$ cat config.mk
export PLATFORM = sky130hd
export DESIGN_NAME = result_bcd_converter
export DESIGN_NICKNAME = d
export VERILOG_FILES = /design/src/rtl/result_bcd_converter.sv
export SDC_FILE = /design/constraint.sdc
export NUM_CORES = 1
export LEC_CHECK = 0
export CELL_PAD_IN_SITES_DETAIL_PLACEMENT = 1
export CELL_PAD_IN_SITES_GLOBAL_PLACEMENT = 2
export CORE_ASPECT_RATIO = 0.75
export CORE_UTILIZATION = 31
export CTS_CLUSTER_DIAMETER = 200
export DETAILED_ROUTE_END_ITERATION = 12
export GPL_ROUTABILITY_DRIVEN = 0
export PLACE_DENSITY = 0.87
export SYNTH_ARGS = -nofsm -noshare
export SYNTH_HDL_FRONTEND = slang
export SYNTH_SLANG_ARGS = --single-unit
export TNS_END_PERCENT = 5
$ cat constraint.sdc
create_clock -name clk -period 1.65 [get_ports clk]
set_clock_uncertainty 0.15 [all_clocks]
set_input_delay 0.2475 -clock clk [delete_from_list [all_inputs] [get_ports clk]]
set_output_delay 0.2475 -clock clk [all_outputs]
set_load 0.02 [all_outputs]
$ cat src/rtl/result_bcd_converter.sv
// result_bcd_converter
//   Sequential double-dabble converter: turns the calculator's unsigned binary
//   result into BCD digits for the 7-segment multiplexer, one bit per clock.
//   Inputs above MAX_VAL saturate to all nines and raise overflow.
//
// Ports:
//   clk       system clock, rising edge
//   rst       asynchronous active-low reset
//   start     conversion request, sampled only when idle
//   binIn     unsigned binary value, captured on the edge that accepts start
//   busy      high while shifting
//   done      one-cycle pulse when digits/overflow have just been updated
//   digit3..0 BCD thousands..units, held between conversions
//   overflow  last captured value exceeded MAX_VAL (digits forced to 9)
module result_bcd_converter #(
    parameter int unsigned WIDTH   = 14,
    parameter int unsigned DIGITS  = 4,
    parameter int unsigned MAX_VAL = 9999
) (
    input  logic             clk,
    input  logic             rst,
    input  logic             start,
    input  logic [WIDTH-1:0] binIn,
    output logic             busy,
    output logic             done,
    output logic [3:0]       digit3,
    output logic [3:0]       digit2,
    output logic [3:0]       digit1,
    output logic [3:0]       digit0,
    output logic             overflow
);

    localparam int unsigned SW = WIDTH + 4 * DIGITS;
    localparam int unsigned CW = $clog2(WIDTH + 1);

    localparam logic [1:0] IDLE  = 2'd0;
    localparam logic [1:0] SHIFT = 2'd1;
    localparam logic [1:0] DONE  = 2'd2;

    localparam logic [WIDTH-1:0] MAX_BIN   = WIDTH'(MAX_VAL);
    localparam logic [CW-1:0]    LAST_STEP = CW'(WIDTH - 1);

    logic [1:0]          state_q, state_d;
    logic [SW-1:0]       scratch_q, scratch_d;
    logic [CW-1:0]       cnt_q, cnt_d;
    logic                ovf_pending_q, ovf_pending_d;
    logic [4*DIGITS-1:0] bcd_q, bcd_d;
    logic                overflow_q, overflow_d;

    logic [SW-1:0]       adjusted;
    logic [SW-1:0]       shifted;

    // Add-3 correction on every BCD nibble; each nibble wraps on its own so
    // nothing carries into its neighbour.
    always_comb begin
        adjusted = scratch_q;
        for (int i = 0; i < int'(DIGITS); i++) begin
            if (scratch_q[WIDTH + 4*i +: 4] >= 4'd5) begin
                adjusted[WIDTH + 4*i +: 4] = scratch_q[WIDTH + 4*i +: 4] + 4'd3;
            end
        end
        shifted = {adjusted[SW-2:0], 1'b0};
    end

    always_comb begin
        state_d       = state_q;
        scratch_d     = scratch_q;
        cnt_d         = cnt_q;
        ovf_pending_d = ovf_pending_q;
        bcd_d         = bcd_q;
        overflow_d    = overflow_q;
        case (state_q)
            IDLE: begin
                if (start) begin
                    scratch_d     = {{(4*DIGITS){1'b0}}, binIn};
                    cnt_d         = '0;
                    ovf_pending_d = (binIn > MAX_BIN);
                    state_d       = SHIFT;
                end
            end
            SHIFT: begin
                scratch_d = shifted;
                cnt_d     = cnt_q + CW'(1);
                if (cnt_q == LAST_STEP) begin
                    // Digits come from the post-step BCD field, not scratch_q.
                    bcd_d      = ovf_pending_q ? {DIGITS{4'd9}} : shifted[SW-1:WIDTH];
                    overflow_d = ovf_pending_q;
                    state_d    = DONE;
                end
            end
            DONE: begin
                state_d = IDLE;
            end
            default: begin
                state_d = IDLE;
            end
        endcase
    end

    always_ff @(posedge clk or negedge rst) begin
        if (!rst) begin
            state_q       <= IDLE;
            scratch_q     <= '0;
            cnt_q         <= '0;
            ovf_pending_q <= 1'b0;
            bcd_q         <= '0;
            overflow_q    <= 1'b0;
        end else begin
            state_q       <= state_d;
            scratch_q     <= scratch_d;
            cnt_q         <= cnt_d;
            ovf_pending_q <= ovf_pending_d;
            bcd_q         <= bcd_d;
            overflow_q    <= overflow_d;
        end
    end

    assign busy     = (state_q == SHIFT);
    assign done     = (state_q == DONE);
    assign digit3   = bcd_q[15:12];
    assign digit2   = bcd_q[11:8];
    assign digit1   = bcd_q[7:4];
    assign digit0   = bcd_q[3:0];
    assign overflow = overflow_q;

endmodule

Word level (Yosys, flattened, before mapping). Cells that the tools add are included.

Output and inout bits: 19. Bits in registers: 54.

Mux-type cells: 12. Order comparisons: 5. Equal/unequal tests: 5. Reduce and logical (&&, ||, !) cells: 6. Add/subtract/negate cells: 5.

Operators with widths (number): case mux 30 bit (2 select lines) (1); two-way mux 30 bit (1); >= comparator 4 x 3 -> 1 bit, second input constant (4); two-way mux 16 bit (1); two-way mux 4 bit (4); > comparator 14 bit, second input constant (1); adder 4 x 2 -> 4 bit, second input constant (3); case mux 4 bit (2 select lines) (1); AND reduction 2 bit (4); adder 4 x 1 -> 4 bit, second input constant (1); equality test 4 bit, second input constant (1); two-way mux 2 bit (2); case mux 2 bit (2 select lines) (1); adder 3 x 2 -> 3 bit, second input constant (1); two-way mux 3 bit (1); equality test 2 x 1 -> 1 bit, second input constant (1); equality test 2 bit, second input constant (1); logical NOT 2 bit (1); inequality test 2 x 1 -> 1 bit, second input constant (1); inequality test 2 bit, second input constant (1); nonzero test 2 bit (1).

Depth between registers and ports, before layout. Gate-level depths: netlist of run 1.

Depth after elaboration: 3. Gate-level depth with buffers: 8.

Worst setup path after synthesis of run 1. OpenSTA, ideal clock, no wires.

Path kind: register to register. From: reg scratch_q[26]. To: reg bcd_q[14]. Path buffers: 0. Library setup time: 0.092 ns. Slack: -0.072 ns. Cell stages (with the launch flop): 7. Arrival time: 1.480 ns. Period minus slack after synthesis: 1.722 ns. Cell sequence: dfrtp_1 inv_1 ha_1 nand2b_1 a21oi_1 mux2_2 o31ai_2.

Word-level cells in the longest chain between the ends: 3. Elaborated cells between the ends (all ways): 4.

RTL lines: start, declared (line 44) `logic [SW-1:0] scratch_q, scratch_d;`; start signal, assigned (line 110) `scratch_q <= scratch_d;`; >= comparator 4 x 3 -> 1 bit or adder 3 x 2 -> 3 bit (tied branches) (line 58, 59); two-way mux 3 bit (*) (line 58) `if (scratch_q[WIDTH + 4*i +: 4] >= 4'd5) begin`; two-way mux 16 bit (*) (line 86) `bcd_d = ovf_pending_q ? {DIGITS{4'd9}} : shifted[SW-1:WIDTH];`; end signal, assigned (line 106) `bcd_q <= '0;`; end signal, assigned (line 113) `bcd_q <= bcd_d;`; end, declared (line 47) `logic [4*DIGITS-1:0] bcd_q, bcd_d;`.

Mark *: on every way between the ends. The rest lies on a longest branch, timed or not. A chain may end at the register's enable or synchronous reset.

Worst setup path after layout of run 1.
From: reg cnt_q[1]. To: reg bcd_q[5].

Word-level cells in the longest chain between the ends: 2.

RTL lines: start, declared (line 45) `logic [CW-1:0] cnt_q, cnt_d;`; start signal, assigned (line 111) `cnt_q <= cnt_d;`; equality test 4 bit (line 84) `if (cnt_q == LAST_STEP) begin`; AND reduction 2 bit (no source line).

No other way between the ends.

==> results of run 1 <==
## cells by family after synthesis
logic type,count (synthesis)
DFF,54
adders and majority gates,10
muxes,4
xor gates and xnor gates,5
and+or+nand+nor,91
buffers and inverters,25
AOI/OAI and AO/OA,63
## per-stage QoR
stage | util [%] | power, W | hold WS [ps] | worst slack (ps)
2_1_floorplan | - | 0.00445 | -198 | 22.6
3_3_place_gp | 40.9 | 0.00563 | 48.4 | -220
3_5_place_dp | 40.9 | 0.00584 | 61.4 | -288
4_1_cts | 43.3 | 0.00694 | 229 | -93.3
6_report | 45.4 | 0.00723 | 209 | -105
5_1_grt | 45.4 | 0.00776 | 237 | -183
## placed cells by master (no fill, tap or decap), types with 3 or more instances in the layout
| cell | count |
|---|---|
| a2111oi_4 | 4 |
| a21o_1 | 3 |
| a21oi_1 | 6 |
| a21oi_2 | 3 |
| a22o_1 | 6 |
| a32o_1 | 4 |
| buf_2 | 3 |
| buf_4 | 31 |
| buf_6 | 3 |
| clkbuf_8 | 5 |
| clkdlybuf4s50_1 | 15 |
| dfrtp_1 | 54 |
| dlygate4sd2_1 | 17 |
| ha_1 | 4 |
| ha_2 | 5 |
| inv_1 | 7 |
| inv_2 | 3 |
| mux2i_2 | 3 |
| nand2_1 | 17 |
| nand2b_1 | 3 |
| nand3_1 | 11 |
| nor2_1 | 37 |
| nor3_1 | 3 |
| nor3b_1 | 6 |
| o21ai_0 | 9 |
| o21ai_1 | 3 |
| o22ai_1 | 10 |
| o2bb2ai_1 | 3 |
| o31ai_1 | 4 |
| xnor2_1 | 3 |
## report_power, final
group	internal [W]	leakage (nW)	switching [W]	total, W
clock network	0.000464	0.0563	0.000508	0.000971
logic	0.00176	0.870	0.00196	0.00372
registers	0.00193	0.667	0.000607	0.00254
## cell usage after synthesis, drive strengths merged (5+ instances only)
cell type / n / area [sq um]
buf: 13 / 82.6
inv: 10 / 37.5
a22o: 6 / 52.6
o22ai: 12 / 75.1
a21oi: 10 / 50.1
nor3b: 8 / 60.1
dfrtp: 54 / 1350
o21ai: 12 / 60.1
nand3: 12 / 60.1
nor2: 38 / 150
nand2: 20 / 82.6
ha: 10 / 125
o31ai: 7 / 62.6
nand2b: 5 / 31.3
## registers in the layout (all words and copies together), names as in the netlist
name,flops
cnt_q,4
overflow,1
state_q,2
bcd_q,16
ovf_pending_q,1
scratch_q,30
## per-layer routing
| metal | vias to the layer above | global-route usage [%] | wire length, um |
|---|---|---|---|
| li1 | 1025 | - | - |
| met1 | 1115 | 20.7 | 3280 |
| met2 | 20 | 33.8 | 3810 |
| met3 | 7 | 3.05 | 140 |
| met4 | 0 | 4.93 | 76 |
| met5 | - | 0 | 0 |
## what timing repair did
item / 4_1_cts / 5_1_grt
hold buffers: 1 / 0
gates cloned: 0 / 2
gates resized for setup: 43 / 28
endpoints found under the hold margin: 15 / 0
pin swaps: 5 / 16
endpoints found under the setup margin: 57 / 40
setup buffers: 2 / 1
## final cells by class
class                   count  share of cell area, %
clock buffers               5                   1.90
clock inverters             3                   1.35
inverters                  11                   1.28
multi-input cells         174                   36.5
flip-flops and latches     54                   37.3
well taps                 105                   3.63
repair buffers             73                   18.1
## how the worst max path moves through the flow
stage                                        to  slack [ps]                 startpoint
after detailed placement   bcd_q[0]$_DFFE_PN0P_        -290       cnt_q[0]$_DFFE_PN0P_
after CTS                 bcd_q[11]$_DFFE_PN0P_         -90       cnt_q[1]$_DFFE_PN0P_
after global placement     bcd_q[0]$_DFFE_PN0P_        -220       cnt_q[0]$_DFFE_PN0P_
after floorplan           bcd_q[14]$_DFFE_PN0P_          20  scratch_q[27]$_DFFE_PN0P_
after global routing      bcd_q[11]$_DFFE_PN0P_        -180       cnt_q[1]$_DFFE_PN0P_
final                      bcd_q[5]$_DFFE_PN0P_        -110       cnt_q[1]$_DFFE_PN0P_
==> results.json, run 1 <==
{
  "status": "finished with violations",
  "violations": "negative setup slack",
  "initial_utilization_pct": 32.4,
  "die_w_um": 107,
  "ir_drop_v": 0.000587,
  "cp.depth": 7,
  "syn_area_sq_mm": 0.00259,
  "cts_sinks": 54,
  "numCtsBuffers": 5,
  "hp-class": "in2async",
  "layout_setup_ws_ps": -105,
  "fin_cells": 425,
  "clk_pin_slew_ps": 120,
  "avgViaCountPerCell": 5.10,
  "tritoncts": "built",
  "p_leak_nw": 1.59,
  "totalWireLength_um": 7310,
  "dpl_cell_area_sq_mm": 0.00327,
  "synth.distinct_cells": 37,
  "synthArstFlopShare_pct": 100,
  "r2r-end": "bcd_q[5]$_DFFE_PN0P_",
  "path_max_fanout": 8,
  "finalCriticalPeriod_ps": 1760,
  "place_hpwl_um": 4860,
  "timing.fmax_ghz": 0.570,
  "syn_nets": 279,
  "critical_path.max_stage_delay_ps": 390,
  "yosys_warnings": 0,
  "grt_pass1_wl_um": 11900,
  "path_cells": "inv_1 -> ha_2 -> nand3_2 -> or2_4 -> buf_12 -> buf_4 -> a22o_1",
  "worst-path-buf-inv": 3,
  "r2r_cells": 7,
  "die_area_sq_mm": 0.00872,
  "syn-instance-count": 252,
  "setup_tns_ps": -1030,
  "synth.mux.area_fraction_pct": 1.60,
  "synth-seq-cells": 54,
  "synth-xor-area-share_pct": 1.69,
  "cp.arrival_ps": 1840,
  "synth_area_per_cell_sq_um": 10.3,
  "relSlewSlack_pct": 37.2,
  "coreArea_sq_mm": 0.00799,
  "worstPathRequired_ps": 1740,
  "synth_edf_count": 0,
  "p_per_area_mw_per_mm2": 2000,
  "setup_violations": 18,
  "tightest_slew_ps": 942,
  "antenna_found_initial": 0,
  "synth_flop_cell": "dfrtp_1",
  "stdcell_area_sq_mm": 0.00362,
  "synth-simple-area-share_pct": 16.7,
  "grt_pass1_vias": 2411,
  "reg2reg_setup_slack_ps": -110,
  "rows": 28,
  "synth_compound_area_share_pct": 18.0,
  "io_buffers": 35,
  "rsz0062_at_grt": "yes",
  "crit_path_start_kind": "flop",
  "drc": 0,
  "maxCapViolCount": 0,
  "clk_path_buf_depth": 2,
  "hold_violations": 0,
  "worstSetupEndpointType": "flop",
  "fin_nets": 346,
  "cp_slowest_cell": "dfrtp_1",
  "drive_above_1_share_pct": 27.5,
  "h-tree-depth": 2,
  "root_buffer": "clkbuf_8",
  "antenna_left": 0,
  "fill_cells": 894,
  "synth_fa_ha_area_share_pct": 4.84,
  "die_h_um": 81.1,
  "multi_input_area_sq_mm": 0.00132,
  "clock_latency_ps": 330,
  "num_vias": 2167,
  "syn2layout_area_growth_pct": 40.0,
  "drtIter0Drc": 94,
  "crit_family": "flip-flops",
  "grt_max_degree": 40,
  "drv_slew": 0,
  "ys_seq_area_share_pct": 52.2,
  "dp_cells": 411,
  "grt_overflow": 0,
  "antenna_cells": 0,
  "synth_top_family_by_area": "compound AO/OA/AOI/OAI gates",
  "io_pins": 36,
  "grt_usage_pct": 17.8,
  "seq_area_sq_mm": 0.00135,
  "criticalPathCategory": "reg2reg",
  "drtPass1Iterations": 4,
  "timing.final.crit_share_pct": 106,
  "detail_route.wl_per_cell_um": 17.2,
  "reg2reg_from": "cnt_q[1]$_DFFE_PN0P_"
}
Power figures use the tool's default switching activity.
==> run 2, diff against run 1 <==
--- a/config.mk
+++ b/config.mk
@@ -13,6 +13,7 @@
 export DETAILED_ROUTE_END_ITERATION = 12
 export GPL_ROUTABILITY_DRIVEN = 0
 export PLACE_DENSITY = 0.87
+export SLEW_MARGIN = 15
 export SYNTH_ARGS = -nofsm -noshare
 export SYNTH_HDL_FRONTEND = slang
 export SYNTH_SLANG_ARGS = --single-unit
==> results of run 2 <==
Final layout, timing and power as in run 1 (identical DEF).
==> run 3, diff against run 2 <==
--- a/config.mk
+++ b/config.mk
@@ -13,7 +13,7 @@
 export DETAILED_ROUTE_END_ITERATION = 12
 export GPL_ROUTABILITY_DRIVEN = 0
 export PLACE_DENSITY = 0.87
-export SLEW_MARGIN = 15
+export SLEW_MARGIN = 10
 export SYNTH_ARGS = -nofsm -noshare
 export SYNTH_HDL_FRONTEND = slang
 export SYNTH_SLANG_ARGS = --single-unit
==> results of run 3 <==
Final layout, timing and power as in run 1 (identical DEF).
